==> src/rtl/ctrl_frame_transceiver.sv <==
// Control-lane framer: sends CRC-16 protected payload frames MSB-first over a narrow lane and
// validates received frames by length and CRC residue.
module ctrl_frame_transceiver #(
    parameter int unsigned PAYLOAD_W = 128,
    parameter int unsigned LANE_W    = 2,
    parameter int unsigned IFG_CYC   = 2,
    parameter int unsigned CNT_W     = 16
) (
    input  logic                 sys_clk,
    input  logic                 rst_n,
    input  logic                 tx_start,
    input  logic [PAYLOAD_W-1:0] tx_payload_i,
    output logic                 tx_busy,
    output logic                 tx_done,
    output logic                 ctrl_tx_clk,
    output logic                 ctrl_tx_en,
    output logic [LANE_W-1:0]    ctrl_tx_data,
    output logic                 ctrl_rx_clk,
    input  logic                 ctrl_rx_dv,
    input  logic [LANE_W-1:0]    ctrl_rx_data,
    output logic [PAYLOAD_W-1:0] rx_payload_o,
    output logic                 rx_valid,
    output logic                 rx_err,
    output logic                 rx_good,
    output logic [CNT_W-1:0]     rx_good_cnt,
    output logic [CNT_W-1:0]     rx_err_cnt,
    output logic [7:0]           rx_bit_cnt_o
);
    localparam int unsigned FRAME_W   = PAYLOAD_W + 16;
    localparam int unsigned BEATS     = FRAME_W / LANE_W;
    localparam int unsigned PAY_BEATS = PAYLOAD_W / LANE_W;
    localparam int unsigned BEAT_W    = $clog2(BEATS + 1);
    localparam int unsigned GAP_W     = $clog2(IFG_CYC + 2);

    // CRC-16/CCITT-FALSE advanced by one lane beat, MSB of the beat first
    function automatic logic [15:0] crc_step(input logic [15:0] crc, input logic [LANE_W-1:0] d);
        logic [15:0] c;
        c = crc;
        for (int i = LANE_W - 1; i >= 0; i--) begin
            if (c[15] ^ d[i]) c = {c[14:0], 1'b0} ^ 16'h1021;
            else              c = {c[14:0], 1'b0};
        end
        return c;
    endfunction

    typedef enum logic [1:0] {StIdle, StSend, StGap} tx_state_e;

    tx_state_e              state_q, state_d;
    logic [BEAT_W-1:0]      beat_q;
    logic [GAP_W-1:0]       gap_q;
    logic [PAYLOAD_W-1:0]   tx_sh_q;
    logic [15:0]            tx_crc_q;
    logic                   tx_done_q;
    logic                   last_beat, in_payload, tx_accept;

    assign ctrl_tx_clk = sys_clk;
    assign ctrl_rx_clk = sys_clk;
    assign last_beat   = (beat_q == BEAT_W'(BEATS - 1));
    assign in_payload  = (beat_q < BEAT_W'(PAY_BEATS));
    assign tx_accept   = (state_q == StIdle) && tx_start;
    assign tx_done     = tx_done_q;

    always_ff @(posedge sys_clk or negedge rst_n) begin
        if (!rst_n) state_q <= StIdle;
        else        state_q <= state_d;
    end

    always_comb begin
        state_d = state_q;
        unique case (state_q)
            StIdle: if (tx_start) state_d = StSend;
            StSend: if (last_beat) state_d = (IFG_CYC == 0) ? StIdle : StGap;
            StGap:  if (gap_q == GAP_W'(IFG_CYC - 1)) state_d = StIdle;
            default: state_d = StIdle;
        endcase
    end

    always_comb begin
        ctrl_tx_en   = (state_q == StSend);
        tx_busy      = (state_q != StIdle);
        ctrl_tx_data = '0;
        if (state_q == StSend) begin
            ctrl_tx_data = in_payload ? tx_sh_q[PAYLOAD_W-1 -: LANE_W] : tx_crc_q[15 -: LANE_W];
        end
    end

    always_ff @(posedge sys_clk or negedge rst_n) begin
        if (!rst_n) begin
            beat_q    <= '0;
            gap_q     <= '0;
            tx_sh_q   <= '0;
            tx_crc_q  <= '0;
            tx_done_q <= 1'b0;
        end else begin
            tx_done_q <= (state_q == StSend) && last_beat;
            unique case (state_q)
                StIdle: begin
                    if (tx_start) begin
                        tx_sh_q  <= tx_payload_i;
                        tx_crc_q <= 16'hFFFF;
                        beat_q   <= '0;
                    end
                end
                StSend: begin
                    beat_q <= beat_q + BEAT_W'(1);
                    gap_q  <= '0;
                    if (in_payload) begin
                        tx_sh_q  <= tx_sh_q << LANE_W;
                        tx_crc_q <= crc_step(tx_crc_q, tx_sh_q[PAYLOAD_W-1 -: LANE_W]);
                    end else begin
                        tx_crc_q <= tx_crc_q << LANE_W;
                    end
                end
                StGap: gap_q <= gap_q + GAP_W'(1);
                default: ;
            endcase
        end
    end

    logic                   rx_dv_q;
    logic [FRAME_W-1:0]     rx_sh_q;
    logic [15:0]            rx_crc_q;
    logic [7:0]             rx_bits_q;
    logic                   overlong_q;
    logic                   rx_valid_q, rx_err_q, rx_good_q;
    logic [PAYLOAD_W-1:0]   rx_payload_q;
    logic [CNT_W-1:0]       good_cnt_q, err_cnt_q;
    logic                   rx_rise, rx_eof, frame_good, over_next;
    logic [15:0]            crc_seed;
    logic [8:0]             bits_sum;
    logic [7:0]             bits_next;

    always_comb begin
        rx_rise    = ctrl_rx_dv && !rx_dv_q;
        crc_seed   = rx_rise ? 16'hFFFF : rx_crc_q;
        bits_sum   = (rx_rise ? 9'd0 : {1'b0, rx_bits_q}) + 9'(LANE_W);
        bits_next  = bits_sum[8] ? 8'hFF : bits_sum[7:0];
        over_next  = (rx_rise ? 1'b0 : overlong_q) || (32'(bits_sum) > FRAME_W);
        rx_eof     = !ctrl_rx_dv && rx_dv_q;
        frame_good = (rx_bits_q == 8'(FRAME_W)) && !overlong_q && (rx_crc_q == 16'h0000);
    end

    always_ff @(posedge sys_clk or negedge rst_n) begin
        if (!rst_n) begin
            rx_dv_q      <= 1'b0;
            rx_sh_q      <= '0;
            rx_crc_q     <= '0;
            rx_bits_q    <= '0;
            overlong_q   <= 1'b0;
            rx_valid_q   <= 1'b0;
            rx_err_q     <= 1'b0;
            rx_good_q    <= 1'b0;
            rx_payload_q <= '0;
            good_cnt_q   <= '0;
            err_cnt_q    <= '0;
        end else begin
            rx_dv_q    <= ctrl_rx_dv;
            rx_valid_q <= rx_eof && frame_good;
            rx_err_q   <= rx_eof && !frame_good;
            if (ctrl_rx_dv) begin
                rx_sh_q    <= {rx_sh_q[FRAME_W-LANE_W-1:0], ctrl_rx_data};
                rx_crc_q   <= crc_step(crc_seed, ctrl_rx_data);
                rx_bits_q  <= bits_next;
                overlong_q <= over_next;
            end
            // A frame verdict in the same cycle as an accepted tx_start takes precedence
            if (rx_eof && frame_good) begin
                rx_payload_q <= rx_sh_q[FRAME_W-1 -: PAYLOAD_W];
                rx_good_q    <= 1'b1;
                if (~&good_cnt_q) good_cnt_q <= good_cnt_q + CNT_W'(1);
            end else if (rx_eof) begin
                rx_good_q <= 1'b0;
                if (~&err_cnt_q) err_cnt_q <= err_cnt_q + CNT_W'(1);
            end else if (tx_accept) begin
                rx_good_q <= 1'b0;
            end
        end
    end

    assign rx_payload_o = rx_payload_q;
    assign rx_valid     = rx_valid_q;
    assign rx_err       = rx_err_q;
    assign rx_good      = rx_good_q;
    assign rx_good_cnt  = good_cnt_q;
    assign rx_err_cnt   = err_cnt_q;
    assign rx_bit_cnt_o = rx_bits_q;

endmodule

==> config.mk <==
export PLATFORM = sky130hd
export DESIGN_NAME = ctrl_frame_transceiver
export DESIGN_NICKNAME = d
export VERILOG_FILES = /design/src/rtl/ctrl_frame_transceiver.sv
export SDC_FILE = /design/constraint.sdc
export NUM_CORES = 1
export LEC_CHECK = 0
export ABC_AREA = 1
export CAP_MARGIN = 20
export CELL_PAD_IN_SITES_DETAIL_PLACEMENT = 1
export CELL_PAD_IN_SITES_GLOBAL_PLACEMENT = 2
export CORE_AREA = 3 3 246 248
export CTS_CLUSTER_SIZE = 14
export DETAILED_ROUTE_END_ITERATION = 8
export DIE_AREA = 0 0 249 251
export PLACE_DENSITY = 0.85
export SLEW_MARGIN = 20
export SYNTH_ARGS = -nofsm -noshare
export SYNTH_HDL_FRONTEND = slang
export SYNTH_SLANG_ARGS = --single-unit
==> constraint.sdc <==
create_clock -name sys_clk -period 4.5 [get_ports sys_clk]
set_input_delay 0.45 -clock sys_clk [delete_from_list [all_inputs] [get_ports sys_clk]]
set_output_delay 0.45 -clock sys_clk [all_outputs]
set_load 0.02 [all_outputs]
==> qor.csv <==
stage,metric,value,unit
timing,worst_pin_slew,1004,ps
grt,grt_max_degree,128,
setup_path,crit_chain,"inv_1, ha_4, clkinv_2, o21ai_1, inv_2, a21oi_4, buf_12, nor2_1, a31oi_1",
grt,grt_pass1_vias,17573,
route,vias_per_cell,4.841,
setup_path,reg2reg_setup_slack,1000,ps
synthesis,synth_area_leaders,"dfrtp_1, nand2_1, o21ai_0",
timing,setup_viol,0,
timing,slew_headroom,32.91,%
clock_network,postCtsSetupBuffers,0,
timing,hold_violations,0,
power,power,0.01413,W
grt,track_usage,18.04,%
clock_network,clk_latency,700,ps
synthesis,netlist_instances,2302,
timing,fin_tns_setup,0,ps
synthesis,synth_warnings,0,
synthesis,ys_ff_latch,489,
clock_network,cts_tree,done,
synthesis,seq_area_frac_synth,60.15,%
run_status,run_status,"finished, final reports clean",
synthesis,synth_top_area_share,60.15,%
grt,grt_antenna_before_repair,6,
clock_network,path_clk_slew,60,ps
worst_hold_path,min-delay-start,ctrl_rx_dv,
grt,grt_pass1_wl,93530,um
setup_path,required,5110,ps
timing,period_share,77.82,%
timing,skew,18.23,ps
floorplanning,initial_utilization,34.67,%
floorplanning,rows,89,
route,drt-pass1-iter-count,4,
timing,slew_violations,0,
final_layout,nNetsFinal,2704,
final_layout,drive_above_1_share,5.075,%
placement,gp_congestion,0.8208,
synthesis,netlist_area,20340,sq um
route,drt-initial-drc-count,918,
setup_path,worstRegToRegCells,9,
final_layout,num_antenna_cells,0,
timing,min_period,3502,ps
floorplanning,coreArea,58690,sq um
floorplanning,die_height,251,um
power,irDropWorstVdd,0.2938,mV
final_layout,syn2layout_area_growth,28.17,%
route,routed_wl,56400,um
setup_path,end_kind,flop,
synthesis,synth_edf_count,0,
setup_path,slowest_stage,a21oi_4,
synthesis,synth_most_common_cell,nand2_1,
floorplanning,dieWidth,249,um
setup_path,r2r-start,state_q[1],
placement,pre_cts_ws,946.8,ps
floorplanning,io_pins,312,
synthesis,netlist_top_cells_count,"nand2_1, dfrtp_1, o21ai_0",
synthesis,synth.net_count,2445,
synthesis,yosysTopAreaCell,dfrtp_1,
route,ant_nets,0,
synthesis,ys_dominant_reg_cell,dfrtp_1,
flow_run,cap_violations,0,
setup_path,critical_path.max_fanout,52,
power,powerDensity,541.9,nW/um^2
final_layout,final_core_util,44.43,%
route,wl_per_cell,16.71,um
floorplanning,die_area,62500,sq um
worst_hold_path,hold_end,rx_crc_q[15],
placement,hpwlAfterDp,37650,um
synthesis,syn_avg_cell_area,8.838,sq um
route,num_vias,16334,
worst_hold_path,min_path_type,in -> reg,
placement,io_buffers,311,
worst_hold_path,whs_path_depth,2,
timing,rsz0062_at_grt,no,
synthesis,yosysUniqueCellTypes,32,
route,drc_errors,0,
setup_path,start_kind,flop,
timing,fmax,0.2856,GHz
timing,setup_slack,998.1,ps
setup_path,max_stage_delay,840,ps
setup_path,timing.rr.end,tx_sh_q[38],
synthesis,async_flop_share,100.0,%
setup_path,worstSetupPathType,reg -> reg,
setup_path,arrival,4110,ps
power,p_leak,11.81,nW
grt,grt_overflow,0,
-- registers in the layout (all words and copies together) (netlist names), 7 cells and up --
register and cells:
rx_sh_q 144, rx_payload_o 128, tx_sh_q 128, rx_crc_q 16, rx_err_cnt 16, rx_good_cnt 16
tx_crc_q 16, rx_bit_cnt_o 8, beat_q 7
-- placed cells by master (no fill, tap or decap), drive strengths merged --
master         netlist  final
nand3               43     43
nor4                 1      1
nor2               177    177
xor2                27     27
nor3                23     23
xnor2                8      8
a21oi               18     18
clkbuf              61     76
o211ai               2      2
clkinv               0     14
inv                160    160
o221ai               1      1
ha                   9      9
bufinv               0      9
a22oi                8      8
o22ai                1      1
nand2              798    798
dfrtp              489    489
clkdlybuf4s50        0    309
buf                 74     25
a31oi              127    127
nand4                9      9
o21ai              265    265
nor3b                1      1
dlygate4sd3          0      1
-- kinds of logic after synthesis --
logic type	after synthesis	share of synthesized area, %
adder cells (fa/ha/maj)	9	0.5535
buffers and inverters	295	6.298
XOR/XNOR	35	1.544
flip-flops	489	60.15
AO/OA/AOI/OAI	422	11.33
AND/OR/NAND/NOR	1052	20.13
-- per-layer routing --
layer,up-vias,global-route usage (%),routed length [um]
met5,-,0,77
met4,12,4.085,958
met3,80,5.235,3514
met2,278,29.39,26120
met1,8079,23.97,25720
li1,7885,-,-
-- power breakdown --
group	switching (W)	total, W	leakage, nW	internal [W]
sequential	0.000540	0.00587	6.15	0.00533
combinational	0.00210	0.00331	4.67	0.00121
clock	0.00188	0.00495	0.997	0.00307
-- stage by stage --
stage          instance area (sq um)  std cells  hold slack [ps]
2_1_floorplan                  20340       2302            154.4
3_3_place_gp                   24070       3273            453.9
3_5_place_dp                   24070       3273            458.5
4_1_cts                        26070       3373            85.02
5_1_grt                        26080       3374            131.2
6_report                       26080       3374            139.3
-- final cells by class --
cell class,count,area [sq um]
sequential,489,12240
clock buffer,78,1649
clock inverter,23,361.6
fill,6708,32610
timing repair buffer,333,3403
inverter,160,604.3
tap,773,967.2
multi-input combinational,1518,6854
-- critical path: cells and delay by family (launching register included) --
kind / cells / cell delay, ps
AOI/OAI and AO/OA: 3 / 1610
adders and majority gates: 1 / 440
buffers and inverters: 4 / 880
DFF: 1 / 390
and+or+nand+nor: 1 / 70
-- timing repair --
action | in CTS | in global routing
resized for setup | 0 | 0
setup endpoints to repair | 0 | 0
hold endpoints to repair | 100 | 0
hold buffers | 1 | 0
-- how the worst max path moves through the flow --
stage                     startpoint           end  slack, ps  cells after the start
after floorplan              sys_clk   ctrl_rx_clk       1670                      1
after global placement    state_q[1]  tx_sh_q[110]       1180                      9
after detailed placement  state_q[1]   tx_sh_q[38]        950                      9
after CTS                 state_q[1]   tx_sh_q[30]        940                      9
after global routing      state_q[1]   tx_sh_q[47]        510                      9
final                     state_q[1]   tx_sh_q[38]       1000                      9
(Power assumes the default switching activity.)
